File: src/rtl/rr_arbiter_if.sv
// Request/grant bundle between the requesting units and the round-robin arbiter
// that owns the shared comparator / priority-coder datapath.
//
// Handshake: di_req is a level request. A requester raises di_req[i] and keeps
// it high for as long as it wants the resource. It may use the resource in every
// cycle where do_gnt[i] is high. Dropping di_req[i] releases the grant at the
// next rising edge. A grant can also be withdrawn by the arbiter on timeout. In
// that case co_preempt pulses for one cycle, and the requester must keep di_req
// high if it wants the resource again.
`timescale 1ns/1ps
interface rr_arbiter_if #(
    parameter int LOGN = 2
);
    localparam int N = 1 << LOGN;

    logic [N-1:0]    di_req;
    logic [N-1:0]    do_gnt;
    logic [LOGN-1:0] do_gnt_id;
    logic            co_busy;
    logic            co_preempt;

    // Requester side: drives requests, observes the grant.
    modport master (
        output di_req,
        input  do_gnt,
        input  do_gnt_id,
        input  co_busy,
        input  co_preempt
    );

    // Arbiter side: samples requests, drives the registered grant.
    modport slave (
        input  di_req,
        output do_gnt,
        output do_gnt_id,
        output co_busy,
        output co_preempt
    );
endinterface

File: src/rtl/rr_arbiter.sv
// Round-robin arbiter for 2**LOGN requesters sharing one datapath unit.
// - The one-hot grant is registered.
// - An owner keeps the grant while it holds its request.
// - With MAXHOLD > 0, an owner is preempted after MAXHOLD cycles if someone else is waiting.
// - Every ownership change passes through one IDLE cycle (bus turnaround).
`timescale 1ns/1ps
module rr_arbiter #(
    parameter int LOGN    = 2,
    parameter int MAXHOLD = 8
) (
    input  logic            clk,
    input  logic            rst_n,
    rr_arbiter_if.slave     bus,
    output logic            dbg_state_o,   // 1 = BUSY, 0 = IDLE
    output logic [LOGN-1:0] dbg_ptr_o      // current round-robin pointer
);
    localparam int N         = 1 << LOGN;
    localparam int HW_RAW    = $clog2(MAXHOLD + 1);
    localparam int HW        = (HW_RAW < 1) ? 1 : HW_RAW;
    localparam int HOLD_LAST = (MAXHOLD > 0) ? (MAXHOLD - 1) : 0;

    typedef enum logic {
        S_IDLE = 1'b0,
        S_BUSY = 1'b1
    } state_t;

    state_t          state_q;
    logic [N-1:0]    gnt_q;
    logic [LOGN-1:0] gnt_id_q;
    logic [LOGN-1:0] ptr_q;
    logic [HW-1:0]   hold_q;
    logic            preempt_q;

    logic            found;
    logic [LOGN-1:0] win;
    logic [LOGN-1:0] idx;
    logic            waiting;

    localparam logic [HW-1:0] HOLD_MAX = HW'(HOLD_LAST);

    // Pick the first requester at or after ptr, wrapping modulo N.
    always_comb begin
        found = 1'b0;
        win   = '0;
        idx   = '0;
        for (int k = 0; k < N; k++) begin
            idx = ptr_q + LOGN'(k);
            if (!found && bus.di_req[idx]) begin
                found = 1'b1;
                win   = idx;
            end
        end
    end

    // Another requester is waiting while the current owner holds the grant.
    assign waiting = |(bus.di_req & ~gnt_q);

    // Grant FSM: arbitration, release, timeout preemption, and hold counting.
    always_ff @(posedge clk or negedge rst_n) begin
        if (!rst_n) begin
            state_q   <= S_IDLE;
            gnt_q     <= '0;
            gnt_id_q  <= '0;
            ptr_q     <= '0;
            hold_q    <= '0;
            preempt_q <= 1'b0;
        end else begin
            preempt_q <= 1'b0;
            case (state_q)
                S_IDLE: begin
                    if (found) begin
                        state_q  <= S_BUSY;
                        gnt_q    <= {{(N-1){1'b0}}, 1'b1} << win;
                        gnt_id_q <= win;
                        ptr_q    <= win + 1'b1;
                        hold_q   <= '0;
                    end
                end
                S_BUSY: begin
                    if (!bus.di_req[gnt_id_q]) begin
                        // Voluntary release wins over a coincident timeout.
                        state_q <= S_IDLE;
                        gnt_q   <= '0;
                    end else if ((MAXHOLD > 0) && (hold_q == HOLD_MAX) && waiting) begin
                        state_q   <= S_IDLE;
                        gnt_q     <= '0;
                        preempt_q <= 1'b1;
                    end else if (hold_q != HOLD_MAX) begin
                        hold_q <= hold_q + 1'b1;
                    end
                end
                default: begin
                    state_q <= S_IDLE;
                    gnt_q   <= '0;
                end
            endcase
        end
    end

    assign bus.do_gnt     = gnt_q;
    assign bus.do_gnt_id  = gnt_id_q;
    assign bus.co_busy    = (state_q == S_BUSY);
    assign bus.co_preempt = preempt_q;
    assign dbg_state_o    = (state_q == S_BUSY);
    assign dbg_ptr_o      = ptr_q;
endmodule

File: src/flat_wrapper.sv
// flat-port wrapper written by rule: the top's interface ports become plain ports
module rr_arbiter_flat 
#(
    parameter int LOGN    = 2,
    parameter int MAXHOLD = 8
)
  (clk, rst_n, dbg_state_o, dbg_ptr_o, bus_di_req, bus_do_gnt, bus_do_gnt_id, bus_co_busy, bus_co_preempt);
  rr_arbiter_if #(.LOGN(LOGN)) bus_i ();
  input  logic clk;
  input  logic rst_n;
  output logic dbg_state_o;
  output logic [LOGN-1:0] dbg_ptr_o;
  input wire logic [$bits(bus_i.di_req)-1:0] bus_di_req;
  output wire logic [$bits(bus_i.do_gnt)-1:0] bus_do_gnt;
  output wire logic [$bits(bus_i.do_gnt_id)-1:0] bus_do_gnt_id;
  output wire logic [$bits(bus_i.co_busy)-1:0] bus_co_busy;
  output wire logic [$bits(bus_i.co_preempt)-1:0] bus_co_preempt;
  assign bus_i.di_req = bus_di_req;
  assign bus_do_gnt = bus_i.do_gnt;
  assign bus_do_gnt_id = bus_i.do_gnt_id;
  assign bus_co_busy = bus_i.co_busy;
  assign bus_co_preempt = bus_i.co_preempt;
  rr_arbiter #(.LOGN(LOGN), .MAXHOLD(MAXHOLD)) u_core (.clk(clk), .rst_n(rst_n), .bus(bus_i), .dbg_state_o(dbg_state_o), .dbg_ptr_o(dbg_ptr_o));
endmodule
File: config.mk
export PLATFORM = sky130hd
export DESIGN_NAME = rr_arbiter_flat
export DESIGN_NICKNAME = d
export VERILOG_FILES = /design/src/rtl/rr_arbiter_if.sv /design/src/rtl/rr_arbiter.sv /design/src/flat_wrapper.sv
export SDC_FILE = /design/constraint.sdc
export NUM_CORES = 1
export LEC_CHECK = 0
export BUFFER_PORTS_ARGS = -buffer_cell sky130_fd_sc_hd__buf_4
export CORE_UTILIZATION = 45
export DETAILED_ROUTE_END_ITERATION = 10
export GPL_TIMING_DRIVEN = 0
export PLACE_DENSITY_LB_ADDON = 0.15
export SLEW_MARGIN = 20
export SYNTH_ARGS = -nofsm -noshare
export SYNTH_HDL_FRONTEND = slang
export SYNTH_SLANG_ARGS = --single-unit
export TNS_END_PERCENT = 5
File: constraint.sdc
create_clock -name clk -period 1.8 [get_ports clk]
set_input_delay 0.09 -clock clk [delete_from_list [all_inputs] [get_ports clk]]
set_output_delay 0.09 -clock clk [all_outputs]
set_load 0.1 [all_outputs]
; ---- Word-level counts from Yosys, hierarchy flattened
; Cells that the tools add are included.
[op_classes]
shifts = 1
n_eq_ne = 7
n_mux = 34
reduce_logical = 11
order_cmp = 5
bitwise_logic = 3
add_sub_neg = 5
[ops]
columns = op, count
row1 = $mux W4, 7
row2 = $pmux W4 S2, 2
row3 = $lt A2 B3 Y1 const B, 5
row4 = $mux W1, 15
row5 = $bmux W1 S2, 5
row6 = $mux W2, 4
row7 = $ne A2 B2 Y1 const B, 3
row8 = $add A2 B1 Y2 const B, 2
row9 = $add A2 B2 Y2 const B, 2
row10 = $add A4 B1 Y4 const B, 1
row11 = $and A4 B4 Y4, 1
row12 = $eq A4 B3 Y1 const B, 1
row13 = $logic_and A1 B1 Y1, 4
row14 = $ne A4 B3 Y1 const B, 1
row15 = $not A4 Y4, 1
row16 = $reduce_and A2 Y1, 2
row17 = $reduce_and A4 Y1, 1
row18 = $reduce_or A4 Y1, 1
row19 = $shl A1 B2 Y4 const A, 1
row20 = $logic_not A1 Y1, 3
row21 = $ne A3 B3 Y1 const B, 1
row22 = $ne A2 B1 Y1 const B, 1
row23 = $pmux W1 S2, 1
row24 = $not A1 Y1, 1
[word_totals]
register_bits = 14

; ---- Longest topological paths before layout
[depth]
word_depth = 15
mapped_depth = 6

; ---- Worst setup path before layout
; Ideal clock, no wire load.
[synth_path]
path_type = flip-flop to flip-flop
from = register u_core.ptr_q[1] (netlist: u_core.dbg_ptr_o[1])
to = register u_core.ptr_q[1] (netlist: u_core.dbg_ptr_o[1])
setup_time_ns = 0.126
setup_slack_ns = -0.444
t_arrival_ns = 2.118
path_buffers = 0
required_ns = 1.674
path_stages_with_launch = 7
path_cell_list = dfrtp_1 > nand2b_1 > a21oi_1 > a221o_2 > inv_1 > ha_1 > mux2_2
[synth_between]
elab_chain_len = 13
[synth_lines]
columns = item, line_no
row1 = start: declaration, rr_arbiter.sv:30  ; logic [LOGN-1:0] ptr_q;
row2 = start signal: assignment, rr_arbiter.sv:75  ; ptr_q <= win + 1'b1;
row3 = branches (longest 11 deep; another with $add A2 B1 Y2), -
row4 = $mux W2 (*), rr_arbiter.sv:48  ; if (!found && bus.di_req[idx]) begin
row5 = named net u_core.win[0], rr_arbiter.sv:35  ; logic [LOGN-1:0] win;
row6 = $add A2 B1 Y2 (*), rr_arbiter.sv:75
; Mark *: on every way through the listed nets, which the timed path passes. The select of a mux whose other input is x is not followed.
; A chain may end at the register's enable or synchronous reset.

; ---- Worst setup path in the final report
; Ends and elaborated chain as after synthesis.

==> reports/metrics.cfg <==
[critical_path]
criticalPathCategory=reg -> reg
r2r_setup_slack_ns=0.07
start_kind=flop
r2r_start=u_core.dbg_ptr_o[1]$_DFFE_PN0P_
worstPathArrival_ns=1.89
critPathCaptureType=flop
reg2reg_to=u_core.dbg_ptr_o[1]$_DFFE_PN0P_
cp.required_ns=1.96
cp_max_fo=7
rr_worst_depth=5

[synth]
syn-mean-instance-area_sq_um=11.0
synthArstFlopShare_pct=100
ys_warn_count=0
syn_nets=87
synth.area.mux_share_pct=7.96
yosys_most_used_dff=dfrtp_1
synth_xor_area_share_pct=0
synth.distinct_cells=34
synthCells=76
syn-cell-area_sq_um=833
ys_ff_latch=14
synth_fa_ha_area_share_pct=7.51
synth_edf_count=0
synth_compound_area_share_pct=19.7
synth_top_family_by_area=simple AND/OR/NAND/NOR gates
ys_seq_area_share_pct=42.0
yosys.area_share.simple_pct=19.7

[sta]
hold_violations=0
timing.fmax_mhz=579
worstMarginPinSlew_ns=0.506
slew_viol_final=0
setup_viol=0
slew-limit-headroom_pct=66.3
finalCritPeriodShare_pct=96.0
post-route-min-period_ns=1.73
clock-skew-final_ns=0.00711
rsz0062_at_grt=no

[min_path]
hp-class=in -> async

[die]
num_io_pins=17
initial_utilization_pct=48.3
rows=15
fp.dieH_um=45.0
die_w_um=45.0
core_area_sq_um=1730
dieArea_sq_um=2030

[routing]
wire_per_inst_um=14.4
drcViolationCount=0
wirelength_um=1780
via_per_inst=5.41
first_iter_violations=18
ant_nets=0
dr.pass1.iters=4
num_vias=671

[clock_tree]
path_clk_slew_ns=0.09
cts.sinks=14
tritoncts=built
cts_made_buffers=3
htree_levels=1
clk_latency_ns=0.27
cts_max_path_buffers=2
cts-root-buf=clkbuf_4

[place]
port_buffers=16
place_inst=117
gp_congestion=0.708
place_hpwl_um=1260
place_area_sq_um=993

[run]
maxCapViolCount=0

[final_layout]
finalNonFillerCells=124
area_delta_synth_final_pct=26.0
postLayoutCellArea_sq_um=1050
diodes=0
drive_gt1_share_pct=36.4
nNetsFinal=111
fin_util_pct=60.8

[global_route]
first_global_vias=613
track_usage_pct=19.6
grt_pass1_wl_um=2860
antenna_found_initial=0
gr-total-overflow=0
grt_start_max_net_pins=15

[run_status]
status=complete, no violations

[logic make-up (layout without fill, tap and decap cells)]
group	Yosys count	in the layout
AND/OR/NAND/NOR	26	26
multiplexers	5	5
AO/OA/AOI/OAI	20	20
adder cells (fa/ha/maj)	5	5
flip-flops	14	14
buffers and inverters	6	29
[Yosys cell counts (all sizes together) (2+ instances only)]
cell | number | area (sq um)
a31o | 2 | 17.5
nor2 | 6 | 22.5
a21oi | 5 | 28.8
and2 | 2 | 15.0
ha | 5 | 62.6
or2b | 2 | 15.0
dfrtp | 14 | 350
mux2 | 3 | 33.8
nand2b | 4 | 25.0
inv | 4 | 15.0
nor3b | 5 | 37.5
a221o | 5 | 51.3
[repair_timing]
item,4_1_cts,5_1_grt
setup buffers,0,2
gates resized for setup,0,1
endpoints found under the hold margin,14,0
hold buffers,1,0
setup endpoints to repair,0,3
[layout make-up]
cell class,count,area (sq um)
Buffer,2,11.3
Clock buffer,4,26.3
Fill cell,161,677
Inverter,4,15.0
Multi-Input combinational cell,56,462
Sequential cell,14,359
Tap cell,25,31.3
Timing Repair Buffer,19,145
[worst max path at each step]
stage,from,end,slack [ns],depth (start not counted)
after CTS,u_core.dbg_ptr_o[1]$_DFFE_PN0P_,u_core.dbg_ptr_o[1]$_DFFE_PN0P_,0.07,5
final,u_core.dbg_ptr_o[1]$_DFFE_PN0P_,u_core.dbg_ptr_o[1]$_DFFE_PN0P_,0.07,5
after global routing,u_core.dbg_ptr_o[1]$_DFFE_PN0P_,u_core.dbg_ptr_o[1]$_DFFE_PN0P_,0.0009,6
after detailed placement,u_core.dbg_ptr_o[1]$_DFFE_PN0P_,u_core.dbg_ptr_o[1]$_DFFE_PN0P_,0.08,5
after global placement,u_core.dbg_ptr_o[1]$_DFFE_PN0P_,u_core.dbg_ptr_o[1]$_DFFE_PN0P_,0.09,5
after floorplan,u_core.dbg_ptr_o[0]$_DFFE_PN0P_,u_core.dbg_ptr_o[1]$_DFFE_PN0P_,-0.09,5
[state kept, by name, summed over array words and instances, names as in the netlist]
name	cells
u_core.bus.do_gnt	4
u_core.hold_q	4
u_core.bus.do_gnt_id	2
u_core.dbg_ptr_o	2
u_core.bus.co_busy	1
u_core.bus.co_preempt	1
[worst max-delay path, stage by stage, from the launching register on]
cell     delay [ns]
dfrtp_4        0.52
mux2i_1        0.13
a221o_2        0.39
inv_1          0.10
ha_1           0.23
mux2_2         0.26
[layer usage]
metal  up-vias  GRT usage, %  share of wire, %
met5         -             0                 0
met4         0          5.45              0.79
met3         2          4.00               3.5
met2        15          29.6                45
met1       321          28.3                50
li1        333             -                 -
[stage by stage]
stage | setup WS [ns] | setup TNS (ns) | hold WS (ns)
floorplan | -0.0868 | -0.334 | -0.206
global placement | 0.0944 | 0 | -0.0525
detailed placement | 0.0808 | 0 | -0.0461
CTS | 0.0675 | 0 | 0.193
global route | 0.000898 | 0 | 0.203
finish | 0.0718 | 0 | 0.191
[cells in the final DEF (no fill, tap or decap), types with 2 or more instances in the layout]
master	n
dfrtp_1	9
dfrtp_2	4
inv_1	4
ha_1	5
clkbuf_1	2
a221o_1	4
nand2b_1	4
mux2_2	3
a21oi_1	4
clkbuf_4	3
nor2_1	6
buf_4	19
a31o_1	2
nor3b_1	4
or2b_1	2
Power is not shown: default switching activity piles up to over one toggle a cycle in this logic, so the estimate is an artifact.
